<file path="src/rtl/updown_cmd_pkg.sv">
// Shared types and default timing constants for the up/down command generator.
package updown_cmd_pkg;

   typedef enum logic [1:0] {
      IDLE    = 2'd0,
      DELAY   = 2'd1,
      REPEAT  = 2'd2,
      BLOCKED = 2'd3
   } state_e;

   localparam int DEF_DEBOUNCE_CYCLES = 4;
   localparam int DEF_REPEAT_DELAY    = 50;
   localparam int DEF_REPEAT_PERIOD   = 10;

   function automatic int max_int(input int a, input int b);
      return (a > b) ? a : b;
   endfunction

endpackage

</file>
<file path="src/rtl/btn_debounce.sv">
// Two-flop synchronizer followed by a stable-count debouncer for one pushbutton.
module btn_debounce
   import updown_cmd_pkg::*;
#(
   parameter int DEBOUNCE_CYCLES = DEF_DEBOUNCE_CYCLES
) (
   input  logic clk,
   input  logic rst_n,
   input  logic raw_i,
   output logic level_o
);

   localparam int CW = $clog2(DEBOUNCE_CYCLES + 1);
   localparam logic [CW-1:0] CNT_LAST = CW'(DEBOUNCE_CYCLES - 1);

   logic          sync1_q, sync2_q;
   logic          level_q, level_d;
   logic [CW-1:0] cnt_q, cnt_d;

   // The level flips on the cycle the count would reach DEBOUNCE_CYCLES.
   always_comb begin
      level_d = level_q;
      cnt_d   = '0;
      if (sync2_q != level_q) begin
         if (cnt_q == CNT_LAST) begin
            level_d = ~level_q;
         end else begin
            cnt_d = cnt_q + CW'(1);
         end
      end
   end

   always_ff @(posedge clk or negedge rst_n) begin
      if (!rst_n) begin
         sync1_q <= 1'b0;
         sync2_q <= 1'b0;
         level_q <= 1'b0;
         cnt_q   <= '0;
      end else begin
         sync1_q <= raw_i;
         sync2_q <= sync1_q;
         level_q <= level_d;
         cnt_q   <= cnt_d;
      end
   end

   assign level_o = level_q;

endmodule

</file>
<file path="src/rtl/updown_cmd_gen.sv">
// Turns two bouncy pushbuttons into one-cycle up/down commands with auto-repeat.
module updown_cmd_gen
   import updown_cmd_pkg::*;
#(
   parameter int DEBOUNCE_CYCLES = DEF_DEBOUNCE_CYCLES,
   parameter int REPEAT_DELAY    = DEF_REPEAT_DELAY,
   parameter int REPEAT_PERIOD   = DEF_REPEAT_PERIOD
) (
   input  logic clk,
   input  logic rst_n,
   input  logic btn_up_raw,
   input  logic btn_down_raw,
   input  logic repeat_en,
   output logic up,
   output logic down,
   output logic busy
);

   localparam int RW = $clog2(max_int(REPEAT_DELAY, REPEAT_PERIOD) + 1);
   localparam logic [RW-1:0] DLY_LAST = RW'(REPEAT_DELAY - 1);
   localparam logic [RW-1:0] PER_LAST = RW'(REPEAT_PERIOD - 1);

   logic lvl_up, lvl_dn;

   btn_debounce #(.DEBOUNCE_CYCLES(DEBOUNCE_CYCLES)) u_deb_up (
      .clk     (clk),
      .rst_n   (rst_n),
      .raw_i   (btn_up_raw),
      .level_o (lvl_up)
   );

   btn_debounce #(.DEBOUNCE_CYCLES(DEBOUNCE_CYCLES)) u_deb_dn (
      .clk     (clk),
      .rst_n   (rst_n),
      .raw_i   (btn_down_raw),
      .level_o (lvl_dn)
   );

   state_e        state_q, state_d;
   logic          held_up_q, held_up_d;
   logic [RW-1:0] cnt_q, cnt_d;
   logic          up_q, up_d, down_q, down_d, busy_q;
   logic          up_r_q, dn_r_q, up_p_q, dn_p_q;
   logic          rise_up, rise_dn, held_lvl, other_rise;
   logic [RW-1:0] cnt_last;

   assign rise_up    = up_r_q & ~up_p_q;
   assign rise_dn    = dn_r_q & ~dn_p_q;
   assign held_lvl   = held_up_q ? up_r_q : dn_r_q;
   assign other_rise = held_up_q ? rise_dn : rise_up;
   assign cnt_last   = (state_q == DELAY) ? DLY_LAST : PER_LAST;

   // Second-button rise outranks release, which outranks a due repeat pulse.
   always_comb begin
      state_d   = state_q;
      held_up_d = held_up_q;
      cnt_d     = cnt_q;
      up_d      = 1'b0;
      down_d    = 1'b0;
      case (state_q)
         IDLE: begin
            if (rise_up || rise_dn) begin
               if (up_r_q && dn_r_q) begin
                  state_d = BLOCKED;
               end else begin
                  state_d   = DELAY;
                  held_up_d = rise_up;
                  up_d      = rise_up;
                  down_d    = rise_dn;
                  cnt_d     = '0;
               end
            end
         end
         DELAY, REPEAT: begin
            if (other_rise) begin
               state_d = BLOCKED;
            end else if (!held_lvl) begin
               state_d = IDLE;
            end else if (repeat_en) begin
               if (cnt_q == cnt_last) begin
                  state_d = REPEAT;
                  cnt_d   = '0;
                  up_d    = held_up_q;
                  down_d  = ~held_up_q;
               end else begin
                  cnt_d = cnt_q + RW'(1);
               end
            end
         end
         BLOCKED: begin
            if (!up_r_q && !dn_r_q) state_d = IDLE;
         end
         default: state_d = IDLE;
      endcase
   end

   always_ff @(posedge clk or negedge rst_n) begin
      if (!rst_n) begin
         state_q   <= IDLE;
         held_up_q <= 1'b0;
         cnt_q     <= '0;
         up_q      <= 1'b0;
         down_q    <= 1'b0;
         busy_q    <= 1'b0;
         up_r_q    <= 1'b0;
         dn_r_q    <= 1'b0;
         up_p_q    <= 1'b0;
         dn_p_q    <= 1'b0;
      end else begin
         state_q   <= state_d;
         held_up_q <= held_up_d;
         cnt_q     <= cnt_d;
         up_q      <= up_d;
         down_q    <= down_d;
         busy_q    <= lvl_up | lvl_dn;
         up_r_q    <= lvl_up;
         dn_r_q    <= lvl_dn;
         up_p_q    <= up_r_q;
         dn_p_q    <= dn_r_q;
      end
   end

   assign up   = up_q;
   assign down = down_q;
   assign busy = busy_q;

endmodule

</file>
<file path="config.mk">
export PLATFORM = sky130hd
export DESIGN_NAME = updown_cmd_gen
export DESIGN_NICKNAME = d
export VERILOG_FILES = /design/src/rtl/updown_cmd_pkg.sv /design/src/rtl/btn_debounce.sv /design/src/rtl/updown_cmd_gen.sv
export SDC_FILE = /design/constraint.sdc
export NUM_CORES = 1
export LEC_CHECK = 0
export CAP_MARGIN = 10
export CORE_MARGIN = 2
export CORE_UTILIZATION = 30
export DETAILED_ROUTE_END_ITERATION = 12
export PLACE_DENSITY = 0.46
export SLEW_MARGIN = 40
export SYNTH_ARGS = -nofsm -noshare
export SYNTH_HDL_FRONTEND = slang
export SYNTH_SLANG_ARGS = --single-unit
</file>
<file path="constraint.sdc">
create_clock -name clk -period 2.75 [get_ports clk]
set_input_delay 0.6875 -clock clk [delete_from_list [all_inputs] [get_ports clk]]
set_output_delay 0.6875 -clock clk [all_outputs]
set_load 0.05 [all_outputs]
</file>
### Yosys cells after proc, flatten, opt, wreduce, memory -nomap -nowiden

Cells that the tools add are included.

* input port bits: 5
* logic and storage cells: 95
* output and inout port bits: 3
* register bits after elaboration: 28

* multiplexer cells: 36
* reductions and logical operators: 13
* bitwise logic cells: 9
* add/sub/neg operators: 3
* equality and inequality tests: 16

Operators with widths (count)
* 2-to-1 mux 6 bit: 7
* 2-to-1 mux 1 bit: 14
* 2-to-1 mux 2 bit: 7
* 2-to-1 mux 3 bit: 4
* != test 2 bit, second input constant: 6
* one-hot mux 6 bit (2 select lines): 1
* != test 4 bit, second input constant: 2
* adder 3 x 1 -> 3 bit, second input constant: 2
* adder 6 x 1 -> 6 bit, second input constant: 1
* == test 3 x 2 -> 1 bit, second input constant: 2
* == test 6 bit: 1
* inverter 1 bit: 6
* one-hot mux 2 bit (3 select lines): 1
* AND reduction 6 bit: 1
* == test 2 bit, second input constant: 2
* one-hot mux 1 bit (2 select lines): 2
* AND reduction 2 bit: 2
* AND reduction 4 bit: 1
* AND reduction 3 bit: 1
* bitwise AND 1 bit: 2
* == test 2 x 1 -> 1 bit, second input constant: 1
* logical AND 1 bit: 2
* zero test 1 bit: 2
* zero test 2 bit: 1
* 5 further kinds: 6

### Longest topological paths before layout

* word-level depth: 8
* gate-level depth with buffers: 7
* gate-level depth less buffers: 7

### Cells and area by module

A second synthesis with hierarchy kept.

* cells, all modules: 123
* area total of the unflattened synthesis: 1445.1 um2

By module, submodules not included
* updown_cmd_gen: times used 1, sequential area each 400.4 um2, cells an instance 97, area each 1012.2 um2
* btn_debounce: times used 2, sequential area each 150.1 um2, cells an instance 13, area each 216.5 um2

### Worst setup path before layout

OpenSTA, ideal clock, no wires.

* kind: flip-flop to flip-flop
* start: register state_q[0]
* end: register cnt_q[3]
* setup time: 0.121 ns
* path slack: 0.756 ns
* period minus slack after synthesis: 1.994 ns
* cell stages (with the launch flop): 7
* data required time: 2.629 ns
* buffers on the path: 0
* arrival: 1.873 ns
* cells stage by stage: dfrtp_1 ha_1 or4b_1 a21oi_2 nor2b_2 a211o_1 a22o_1

* longest elaborated chain between the ends: 8
* elaborated cells between the ends (all ways): 18
* those cells by class: 8 x eq/ne; 6 x mux; 4 x reduce/logical

RTL lines
* start: declaration: line updown_cmd_gen.sv:39 `state_e state_q, state_d;`
* start signal: assignment: line updown_cmd_gen.sv:110 `state_q <= state_d;`
* == test 2 x 1 -> 1 bit: line updown_cmd_gen.sv:51, updown_cmd_gen.sv:60
* 2-to-1 mux 6 bit: line updown_cmd_gen.sv:51 `assign cnt_last = (state_q == DELAY) ? DLY_LAST : PER_LAST;`
* == test 6 bit: line updown_cmd_gen.sv:80 `if (cnt_q == cnt_last) begin`
* 2-to-1 mux 6 bit: line updown_cmd_gen.sv:80
* 2-to-1 mux 6 bit: line updown_cmd_gen.sv:79 `end else if (repeat_en) begin`
* 2-to-1 mux 6 bit: line updown_cmd_gen.sv:77 `end else if (!held_lvl) begin`
* 2-to-1 mux 6 bit: line updown_cmd_gen.sv:75 `if (other_rise) begin`
* one-hot mux 6 bit (2 select lines): line updown_cmd_gen.sv:60 `case (state_q)`
* end signal: assignment: line updown_cmd_gen.sv:112 `cnt_q <= cnt_d;`
* end: declaration: line updown_cmd_gen.sv:41 `logic [RW-1:0] cnt_q, cnt_d;`

Parallel ways exist; a longest one is shown, timed or not. The select of a mux whose other input is x is not followed.
A chain may end at the register's enable or synchronous reset.

### Worst setup path in the final report

* start: register state_q[1]
* end: register cnt_q[3]

Same word-level chain as after synthesis.

==> results by group <==
Layout
  – Layout cells sized above 1: ~11%
  – Layout Utilization: 36.01%
  – Final Non-Filler Cells: between 150 and 200
  – Area grow syn2layout: 15.80%
  – # diodes: 0
  – # nets final: approximately 150

Clock network
  – CTS buffer count: 3
  – Clk root buf: clkbuf_8
  – Sink Count: 28
  – # hold bufs at CTS: 0
  – Clk slew on worst S/H paths: 100 ps
  – Maximum buffer depth of the clock tree: 2
  – H-Tree Depth: 1
  – Post_cts resized: 0
  – Worst skew pair latency: 270 ps
  – Post-CTS Setup Bufs: 0
  – TritonCTS clock tree: yes

Die
  – Core Region: between 4000 and 5000 um^2
  – Initial cell density of the core: between 30% and 40%
  – Num ports: 8
  – Die width: approximately 71 um
  – Die Y: about 71 um
  – Die ar.: slightly above 5000 um^2
  – Cell Rows: 24

Worst setup path
  – Crit end category: flip-flop
  – WP data arrival: 2300 ps
  – Crit path required time: 2920 ps
  – Crit-path cells: inv_1, ha_1, or4b_1, a21oi_2, nor2b_2, a211o_1, a22o_1
  – R2R Setup Slk: 620 ps
  – CP Buf/Inv Count: 1
  – Crit path max-delay cell type: or4b_1
  – Worst Setup Path Type: reg2reg
  – Family with the most delay on the worst path: compound AO/OA/AOI/OAI gates
  – CP Launch Type: flip-flop
  – Worst path max stage delay: 540 ps
  – Maximum fanout along the worst path: 4

Yosys
  – Sequential area share after synthesis: 51.76%
  – Cells after synthesis: 123
  – Flops & latches, synth: 28
  – Synth Area in Adders: 7.394%
  – Simple logic cell fraction of the synthesized area: 19.41%
  – Mapped cell area: 1354 um^2
  – Top-area cell type share of the netlist area: 51.76%
  – Syn_nets: 136
  – Yosys warning count: 0
  – Top-count cell post-synth: dfrtp_1
  – Top post-synthesis cells by count: dfrtp_1, nand2_1, ha_1, nor2_1
  – Largest area contributor in the netlist: dfrtp_1
  – Top cells by area, synth: dfrtp_1, ha_1, mux2_2
  – Asr flop ratio synth: 100.0%
  – Distinct cell type count after synthesis: 37
  – Post-synthesis xor/xnor area fraction: 1.294%
  – EDFF count, synth: 0
  – Most used DFF post-synth: dfrtp_1
  – Largest family of logic cells by synthesized area: simple AND/OR/NAND/NOR gates
  – Post-synthesis mux area share: 4.067%
  – Syn_area_per_cell: 11.01 um^2
  – Compound-gate portion of the synthesized area: 14.14%

Timing
  – Max-slew headroom: approximately 66%
  – TNS Setup: 0 ps
  – Final hold violation count: 0
  – Slew @ Worst Pin: 503.8 ps
  – Skew final: between 2 and 3 ps
  – Setup violations, final: 0
  – Fin. max-slew vios: 0
  – Minimum clock period: 2130 ps
  – Final period util: 77.46%
  – RSZ-0062 raised after global routing: false
  – Final worst slack: 619.8 ps
  – Fmax achieved: 0.4694 GHz

Global route
  – Total track usage: a little over a tenth
  – Initial antenna violation count: 0
  – Vias in the first global route: 914
  – Global-route wire length before repair: between 4000 and 5000 um
  – Pin count of the biggest net entering global routing: 29
  – GRT Residual Overflow: 0

Place
  – DP HPWL: 1660 um
  – Gpl congestion: 0.7135
  – Setup slack at placement: 625.5 ps
  – Placed Cells: 183
  – Port Buffers: 7

Power
  – Power Total: 1.736 mW
  – Seq pwr share: 39.7%
  – Power per cell area: 1107 nW/um^2
  – Pleak: 0.6898 nW
  – Clock share of power: a little under a fifth
  – Peak VDD IR: 0.2569 mV
  – Switching power total: 672.9 uW
  – Pint: 1.063 mW
  – Sw Share: 38.76%
  – Combinational power share: between 40% and 50%

Detailed routing
  – Final WL: 2284 um
  – Vias post-DR: 914
  – 1st-iter DRT viols: 52
  – TritonRoute pass-1 iters: 4
  – WL per Instance: 12.21 um
  – Routed Antenna Nets: 0
  – Drt drc: 0
  – Post-DR vias/cell: 4.888

Status
  – Outcome: completed

Flow run
  – Max-Cap Viols: 0

Min path
  – Worst min path class: reg2reg
## layer usage
layer	wire length (um)	GRT usage [%]	share of wire, %
met5	0	0	0
met4	25	4.403	1.1
met3	57	2.137	2.5
met2	1130	17.39	49
met1	1071	13.19	47
## worst register-to-register path: cells and delay by family, from the launching register on
family | cells | cell delay, ps
AO/OA/AOI/OAI | 3 | 740
buffers and inverters | 1 | 80
adder cells (fa/ha/maj) | 1 | 200
AND/OR/NAND/NOR | 2 | 620
flip-flops | 1 | 400
## worst paths after layout
check | startpoint | cells after the start | to
setup / recovery | state_q[1]$_DFFE_PN0P_ | 7 | cnt_q[3]$_DFFE_PN0P_
hold / removal | u_deb_dn.sync1_q$_DFF_PN0_ | 0 | u_deb_dn.sync2_q$_DFF_PN0_
setup reg to reg | state_q[1]$_DFFE_PN0P_ | 7 | cnt_q[3]$_DFFE_PN0P_
hold reg to reg | u_deb_dn.sync1_q$_DFF_PN0_ | 0 | u_deb_dn.sync2_q$_DFF_PN0_
max in group asynchronous | rst_n | 2 | state_q[0]$_DFFE_PN0P_
min in group asynchronous | rst_n | 2 | u_deb_dn.sync1_q$_DFF_PN0_
## cell usage in the layout, fill, tap and decap left out, drive strengths merged, types with 2 or more instances in the layout
cell type       n
clkdlybuf4s50   7
a21oi           2
nand2          10
nand3           2
clkbuf          3
dfrtp          28
mux2            4
nand2b          6
o2bb2ai         2
a211oi          2
xnor2           2
o21ai          10
or2             2
nor3            2
nor2            8
ha              8
nor2b           7
nor3b           4
inv             7
## power by group through the flow
stage | logic [mW] | registers (mW) | clock network (mW)
after floorplan | 0.530 | 0.709 | 0
after global placement | 0.725 | 0.694 | 0
after detailed placement | 0.726 | 0.701 | 0
after CTS | 0.730 | 0.693 | 0.339
after global routing | 0.825 | 0.717 | 0.354
final | 0.722 | 0.690 | 0.324
## layout make-up
| type | instances | area, um^2 |
|---|---|---|
| clock inverters | 1 | 30.03 |
| inverters | 7 | 26.28 |
| clock buffers | 3 | 41.29 |
| flip-flops and latches | 28 | 700.7 |
| repair buffers | 8 | 77.57 |
| multi-input cells | 88 | 626.9 |
| well taps | 52 | 65.06 |
| fillers | 435 | 2786 |
## registers in the layout (all words and copies together), names as in the netlist, 2 cells and up
register and flops:
cnt_q 6, u_deb_dn.cnt_q 3, u_deb_up.cnt_q 3, state_q 2
## stage by stage
step	area (um^2)	hold slack, ps
2_1_floorplan	1354	331.2
3_3_place_gp	1496	332.8
3_5_place_dp	1496	339.5
4_1_cts	1568	363.4
5_1_grt	1568	373.9
6_report	1568	361.0
## kinds of logic (layout without fill, tap and decap cells)
family	count (synthesis)	after routing
AO/OA/AOI/OAI	26	26
XOR/XNOR	2	2
adder cells (fa/ha/maj)	8	8
buffers and inverters	7	19
flip-flops	28	28
multiplexers	5	5
AND/OR/NAND/NOR	47	47
No activity file was read; power rests on OpenSTA's default activity.
